**config.mk**
```make
export PLATFORM = sky130hd
export DESIGN_NAME = if_id_skid_reg
export DESIGN_NICKNAME = d
export VERILOG_FILES = /design/src/rtl/if_id_skid_reg_pkg.sv /design/src/rtl/if_id_skid_reg_slot.sv /design/src/rtl/if_id_skid_reg.sv
export SDC_FILE = /design/constraint.sdc
export NUM_CORES = 1
export LEC_CHECK = 0
export BUFFER_PORTS_ARGS = -buffer_cell sky130_fd_sc_hd__buf_2
export CAP_MARGIN = 20
export CORE_MARGIN = 1.5
export CORE_UTILIZATION = 50
export CTS_CLUSTER_SIZE = 28
export DETAILED_ROUTE_END_ITERATION = 7
export PLACE_DENSITY_LB_ADDON = 0.25
export SYNTH_ARGS = -nofsm -noshare
export SYNTH_HDL_FRONTEND = slang
export SYNTH_HIERARCHICAL = 1
export SYNTH_SLANG_ARGS = --single-unit
```
**constraint.sdc**
```tcl
create_clock -name clk -period 9.2 [get_ports clk]
set_clock_uncertainty 0.15 [all_clocks]
set_input_delay 0.46 -clock clk [delete_from_list [all_inputs] [get_ports clk]]
set_output_delay 0.46 -clock clk [all_outputs]
set_load 0.005 [all_outputs]
```
**src/rtl/if_id_skid_reg_pkg.sv**
```systemverilog
// Shared types and constants for the IF/ID pipeline register.
// Latency: n/a (declarations only).
// Backpressure: n/a (declarations only).
package if_id_skid_reg_pkg;

   // Width of the instruction and PC fields.
   localparam int XLEN = 32;

   // Bubble presented to decode when no entry is held (addi x0,x0,0).
   localparam logic [XLEN-1:0] NOP_INSTR = 32'h0000_0013;

   // PC presented to decode when no entry is held.
   localparam logic [XLEN-1:0] RESET_PC  = 32'h0000_0000;

   // One fetched word together with the address it came from.
   typedef struct packed {
      logic [XLEN-1:0] instr;
      logic [XLEN-1:0] pc;
   } if_id_t;

   // Occupancy is encoded directly as {main_v, skid_v}; 2'b01 cannot occur
   // because the skid entry is only ever filled behind a valid main entry.
   typedef enum logic [1:0] {
      EMPTY = 2'b00,
      ONE   = 2'b10,
      TWO   = 2'b11
   } skid_state_e;

endpackage

```
**src/rtl/if_id_skid_reg_slot.sv**
```systemverilog
// One valid+payload holding register used for both the main and skid entries.
// Latency: load/clear take effect on the next rising edge.
// Backpressure: none here; the parent decides when to load or clear.
module if_id_skid_reg_slot
   import if_id_skid_reg_pkg::*;
(
   input  logic                         clk,
   input  logic                         rst_n,
   input  logic                         load,
   input  logic                         clear,
   input  logic [$bits(if_id_t)-1:0]    d,
   output logic                         v,
   output logic [$bits(if_id_t)-1:0]    q
);

   // Valid bit: reset and clear dominate; a load marks the slot occupied.
   always_ff @(posedge clk) begin
      if (!rst_n) begin
         v <= 1'b0;
      end else if (clear) begin
         v <= 1'b0;
      end else if (load) begin
         v <= 1'b1;
      end
   end

   // Payload only moves on capture; its content is ignored while v=0,
   // so it carries no reset.
   always_ff @(posedge clk) begin
      if (load) begin
         q <= d;
      end
   end

endmodule

```
**src/rtl/if_id_skid_reg.sv**
```systemverilog
// IF->ID pipeline register with a 2-entry skid buffer and synchronous flush.
// Latency: 1 cycle from in_fire (empty) to out_valid; 1 word/cycle sustained.
// Backpressure: in_ready = ~skid_v, purely registered; no path from out_ready.
module if_id_skid_reg
   import if_id_skid_reg_pkg::*;
(
   input  logic              clk,
   input  logic              rst_n,
   input  logic              in_valid,
   output logic              in_ready,
   input  logic [XLEN-1:0]   in_instr,
   input  logic [XLEN-1:0]   in_pc,
   input  logic              flush,
   output logic              out_valid,
   input  logic              out_ready,
   output logic [XLEN-1:0]   out_instr,
   output logic [XLEN-1:0]   out_pc
);

   logic        main_v;
   logic        skid_v;
   if_id_t      main_q;
   if_id_t      skid_q;
   if_id_t      in_word;
   if_id_t      main_d;

   logic        main_load;
   logic        main_clear;
   logic        skid_load;
   logic        skid_clear;

   logic        in_fire;
   logic        out_fire;

   skid_state_e state;
   skid_state_e state_nxt;

   assign in_word.instr = in_instr;
   assign in_word.pc    = in_pc;

   // The slot valid bits are the FSM state register.
   assign state     = skid_state_e'({main_v, skid_v});

   assign in_ready  = ~skid_v;
   assign out_valid = main_v;
   assign in_fire   = in_valid & in_ready;
   assign out_fire  = out_valid & out_ready;

   // Next state and slot enables; flush squashes everything, including a
   // word accepted from fetch in the same cycle.
   always_comb begin
      state_nxt  = state;
      main_load  = 1'b0;
      main_clear = 1'b0;
      skid_load  = 1'b0;
      skid_clear = 1'b0;
      main_d     = in_word;

      if (flush) begin
         state_nxt  = EMPTY;
         main_clear = 1'b1;
         skid_clear = 1'b1;
      end else begin
         case (state)
            EMPTY: begin
               if (in_fire) begin
                  state_nxt = ONE;
                  main_load = 1'b1;
               end
            end
            ONE: begin
               if (out_fire && in_fire) begin
                  // Decode drains main while fetch refills it: pass-through.
                  state_nxt = ONE;
                  main_load = 1'b1;
               end else if (out_fire) begin
                  state_nxt  = EMPTY;
                  main_clear = 1'b1;
               end else if (in_fire) begin
                  // Decode stalled: park the younger word in the skid slot.
                  state_nxt = TWO;
                  skid_load = 1'b1;
               end
            end
            TWO: begin
               // in_ready is low here, so only the drain case exists.
               if (out_fire) begin
                  state_nxt  = ONE;
                  main_load  = 1'b1;
                  main_d     = skid_q;
                  skid_clear = 1'b1;
               end
            end
            default: begin
               // Unreachable encoding; fall back to empty rather than hang.
               state_nxt  = EMPTY;
               main_clear = 1'b1;
               skid_clear = 1'b1;
            end
         endcase
      end
   end

   if_id_skid_reg_slot u_main (
      .clk   (clk),
      .rst_n (rst_n),
      .load  (main_load),
      .clear (main_clear),
      .d     (main_d),
      .v     (main_v),
      .q     (main_q)
   );

   if_id_skid_reg_slot u_skid (
      .clk   (clk),
      .rst_n (rst_n),
      .load  (skid_load),
      .clear (skid_clear),
      .d     (in_word),
      .v     (skid_v),
      .q     (skid_q)
   );

   // Decode sees a NOP bubble at RESET_PC whenever nothing is held, so
   // the unreset payload never leaks out.
   always_comb begin
      out_instr = NOP_INSTR;
      out_pc    = RESET_PC;
      if (main_v) begin
         out_instr = main_q.instr;
         out_pc    = main_q.pc;
      end
   end

   // The skid entry is never valid without a main entry.
   a_no_skid_only: assert property (@(posedge clk) disable iff (!rst_n)
      !(!main_v && skid_v));

   // A stalled, unflushed output must hold its payload.
   a_out_stable: assert property (@(posedge clk) disable iff (!rst_n)
      (out_valid && !out_ready && !flush) |=> ($stable(out_instr) && $stable(out_pc)));

   // Fetch is only refused when the skid slot is occupied.
   a_ready_skid: assert property (@(posedge clk) disable iff (!rst_n)
      !in_ready |-> skid_v);

   // The slot valid bits track the computed next state.
   a_state_track: assert property (@(posedge clk)
      rst_n |=> (state == $past(state_nxt)));

endmodule

```
==> results.md <==
* CTS resizes at 0
* Count of pins on the block boundary at 135
* TritonCTS clock tree: yes
* Fraction of registers with async set or reset after synthesis at 0
* Post-layout net count at 580
* Final weighted congestion of routability-driven global placement at 0.740
* First-pass iteration count of the detailed router at 5
* Final critical-path setup slack at 6290 ps
* Starting density of the core at 0.514
* Number of instances in the synthesized netlist at 297
* First-pass GRT wire length at 15.7 mm
* Most instantiated cells after synthesis: 128 x edfxtp_1, 62 x and2_1, 60 x mux2_4
* Quantity of I/O buffers inserted on ports at 134
* Area post-placement at 6320 µm²
* Static leakage power at 3.31 nW
* Top-count cell post-synth: edfxtp_1
* Count of state elements after synthesis at 130
* Via total after detailed routing at 3118
* Register area share after synthesis at 0.693
* Post-synthesis instance area at 5600 µm²
* CTS sink count at 130
* Fraction of final layout cells sized beyond drive strength 1 at 0.464
* Die footprint at 11800 µm²
* Detailed-route vias per instance at 4.73
* Placed Instances at 560
* Clock insertion delay at the later pin of the skew report at 510 ps
* Required time at the worst-slack endpoint at 9200 ps
* Number of H-tree levels at 4
* Post-detailed-placement half-perimeter wirelength at 5.95 mm
* Initial antenna violation count at 0
* Horiz. Die Dim at 109 µm
* Fill count at 717
* Residual DRC count at 0
* Post-route setup TNS at 0 ps
* Filler-free cell count of the finished design at 659
* Number of enable flip-flop cells after synthesis at 128
* Number of core rows at 38
* Total setup violations reported at the end of the flow at 0
* Warnings from Yosys at 6
* Clock transition at the register clock pins on the worst setup and hold paths after CTS at 60 ps
* Remaining global-route overflow at 0
* Diode count at 0
* Root buf cell: clkbuf_8
* Predominant post-synthesis flop cell: edfxtp_1
* Ranking of synthesized cells by area: edfxtp_1 69%, mux2_4 16%, and2_1 6.9%
* Arrival time of the worst setup path at 2910 ps
* Worst max-slew margin expressed relative to the limit at 0.628
* Worst-case vdd ir drop at 115 µV
* Maximum clock frequency at 344 MHz
* Kind of start point of the critical path: flip-flop
* Largest net degree at the start of global routing at 71
* Core occupancy in the finished layout at 0.701
* Post-route cell area at 7630 µm²
* Post-route clock period utilization at 0.316
* Number of CTS-inserted buffers at 17
* Length in cells of the worst reg-to-reg path at 5
* Actual transition at the worst max-transition pin at 558 ps
* Antenna-violating nets left at 0
* Number of maximum-capacitance violations at 0
* Number of failing hold endpoints at the final stage at 0
* Post-synth cell types at 23
* Setup slack at placement at 5350 ps
* Endpoint type of the worst setup path: flip-flop
* Worst min-delay path category: in -> reg
* Wire length after detailed routing at 10.1 mm
* Result of the run: completed
* Endpoint of the lowest-slack register-to-register path: u_main/q[53]
* Layout-stage area growth over the synthesis result at 36.3%
* Pwr/cell area at 188 nW/µm²
* Final routed wire length divided by cell count at 15.3 µm
* Source of the worst register-to-register timing path: u_main/v
* Setup slack on the worst flop-to-flop path at 6290 ps
* Placeable core area at 10900 µm²
* Violation count after the first detailed-route iteration at 89
* Post-synthesis net count at 371
* Clock period minus worst slack at 2910 ps
* Number of buffers on the longest clock path at 2
* Unrepaired setup endpoints after global routing: false
* Vias in the first global route at 3222
* Die Height at 109 µm
* Final number of max-transition violations at 0
* Synthesized area per cell at 18.9 µm²
* Beginning of the critical path: u_main/v
* Area share of the leading cell type in the synthesized netlist at 0.686
* Largest area contributor in the synthesized netlist: edfxtp_1
* Gr usage total at 0.182
* Critical Path Fanout Max at 42
* Capturing instance or port of the critical path: u_main/q[53]
* Type of the worst setup path: reg -> reg
placed cells by master, fill, tap and decap left out, drive strengths merged:
cell type | Yosys | final
buf | 8 | 141
edfxtp | 128 | 128
dlygate4sd3 | 0 | 64
mux2 | 64 | 64
and2 | 62 | 62
clkbuf | 7 | 18
clkinv | 0 | 6
ha | 5 | 5
bufinv | 0 | 4
inv | 3 | 4
nand2b | 3 | 3
clkinvlp | 0 | 3
nand2 | 2 | 2
nor2 | 2 | 2
nor3b | 2 | 2
nand3b | 2 | 2
dfxtp | 2 | 2
a211o | 1 | 1
nor2b | 1 | 1
a21oi | 1 | 1
nor3 | 1 | 1
nand3 | 1 | 1
a22oi | 1 | 1
a211oi | 1 | 1
area by class of cell:
class	instances	area, µm²	share of cell area
clock buffers	18	418	0.0547
repair buffers	205	1410	0.185
well taps	140	175	0.0229
clock inverters	14	188	0.0246
multi-input cells	149	1550	0.202
inverters	3	11.3	0.00148
flip-flops and latches	130	3880	0.509
kinds of logic after synthesis:
family / share of synthesized area
AOI/OAI and AO/OA: 0.00514
adders and majority gates: 0.0112
buffers and inverters: 0.0337
DFF: 0.693
muxes: 0.169
and+or+nand+nor: 0.0876
routing by layer:
layer  part of all wire  up-vias  GRT usage
li1                   -     1513          -
met1               0.42     1506      0.216
met2               0.53       84      0.316
met3              0.042       15     0.0442
met4              0.014        0     0.0789
met5                  0        -          0
critical path: stages, from the launching register on:
cell,delay (ps)
dfxtp_2,640
and2_1,370
a22oi_1,190
a211oi_4,410
buf_8,240
buf_4,480
report_power, final:
part	leakage (nW)	internal, mW	switching [mW]	total [mW]
Sequential	1.19	0.670	0.00415	0.674
Clock	0.289	0.438	0.239	0.677
Combinational	1.83	0.0558	0.0323	0.0881
Total	3.31	1.16	0.275	1.44
registers in the layout (all words and copies together) (netlist names):
signal    count
u_skid/q     64
u_main/q     64
u_skid/v      1
u_main/v      1
metrics by stage:
| step | total power [mW] | hold WS, ps |
|---|---|---|
| 4_1_cts | 1.45 | 60.6 |
| 6_report | 1.44 | 78.5 |
| 2_1_floorplan | 0.722 | 375 |
| 5_1_grt | 1.49 | 71.7 |
| 3_5_place_dp | 0.751 | 384 |
| 3_3_place_gp | 0.748 | 379 |
worst min-delay path by stage:
stage,from,end,cells after the start
floorplan,u_skid/q[0],u_main/q[0],1
global placement,u_skid/q[1],u_main/q[1],1
detailed placement,u_skid/q[56],u_main/q[56],1
CTS,rst_n,u_skid/v,2
global route,rst_n,u_skid/v,2
finish,rst_n,u_skid/v,2
what timing repair did:
item / in CTS / in global routing
hold buffers: 64 / 0
buffers inserted: 0 / 0
endpoints found under the hold margin: 64 / 0
Power figures use the tool's default switching activity.
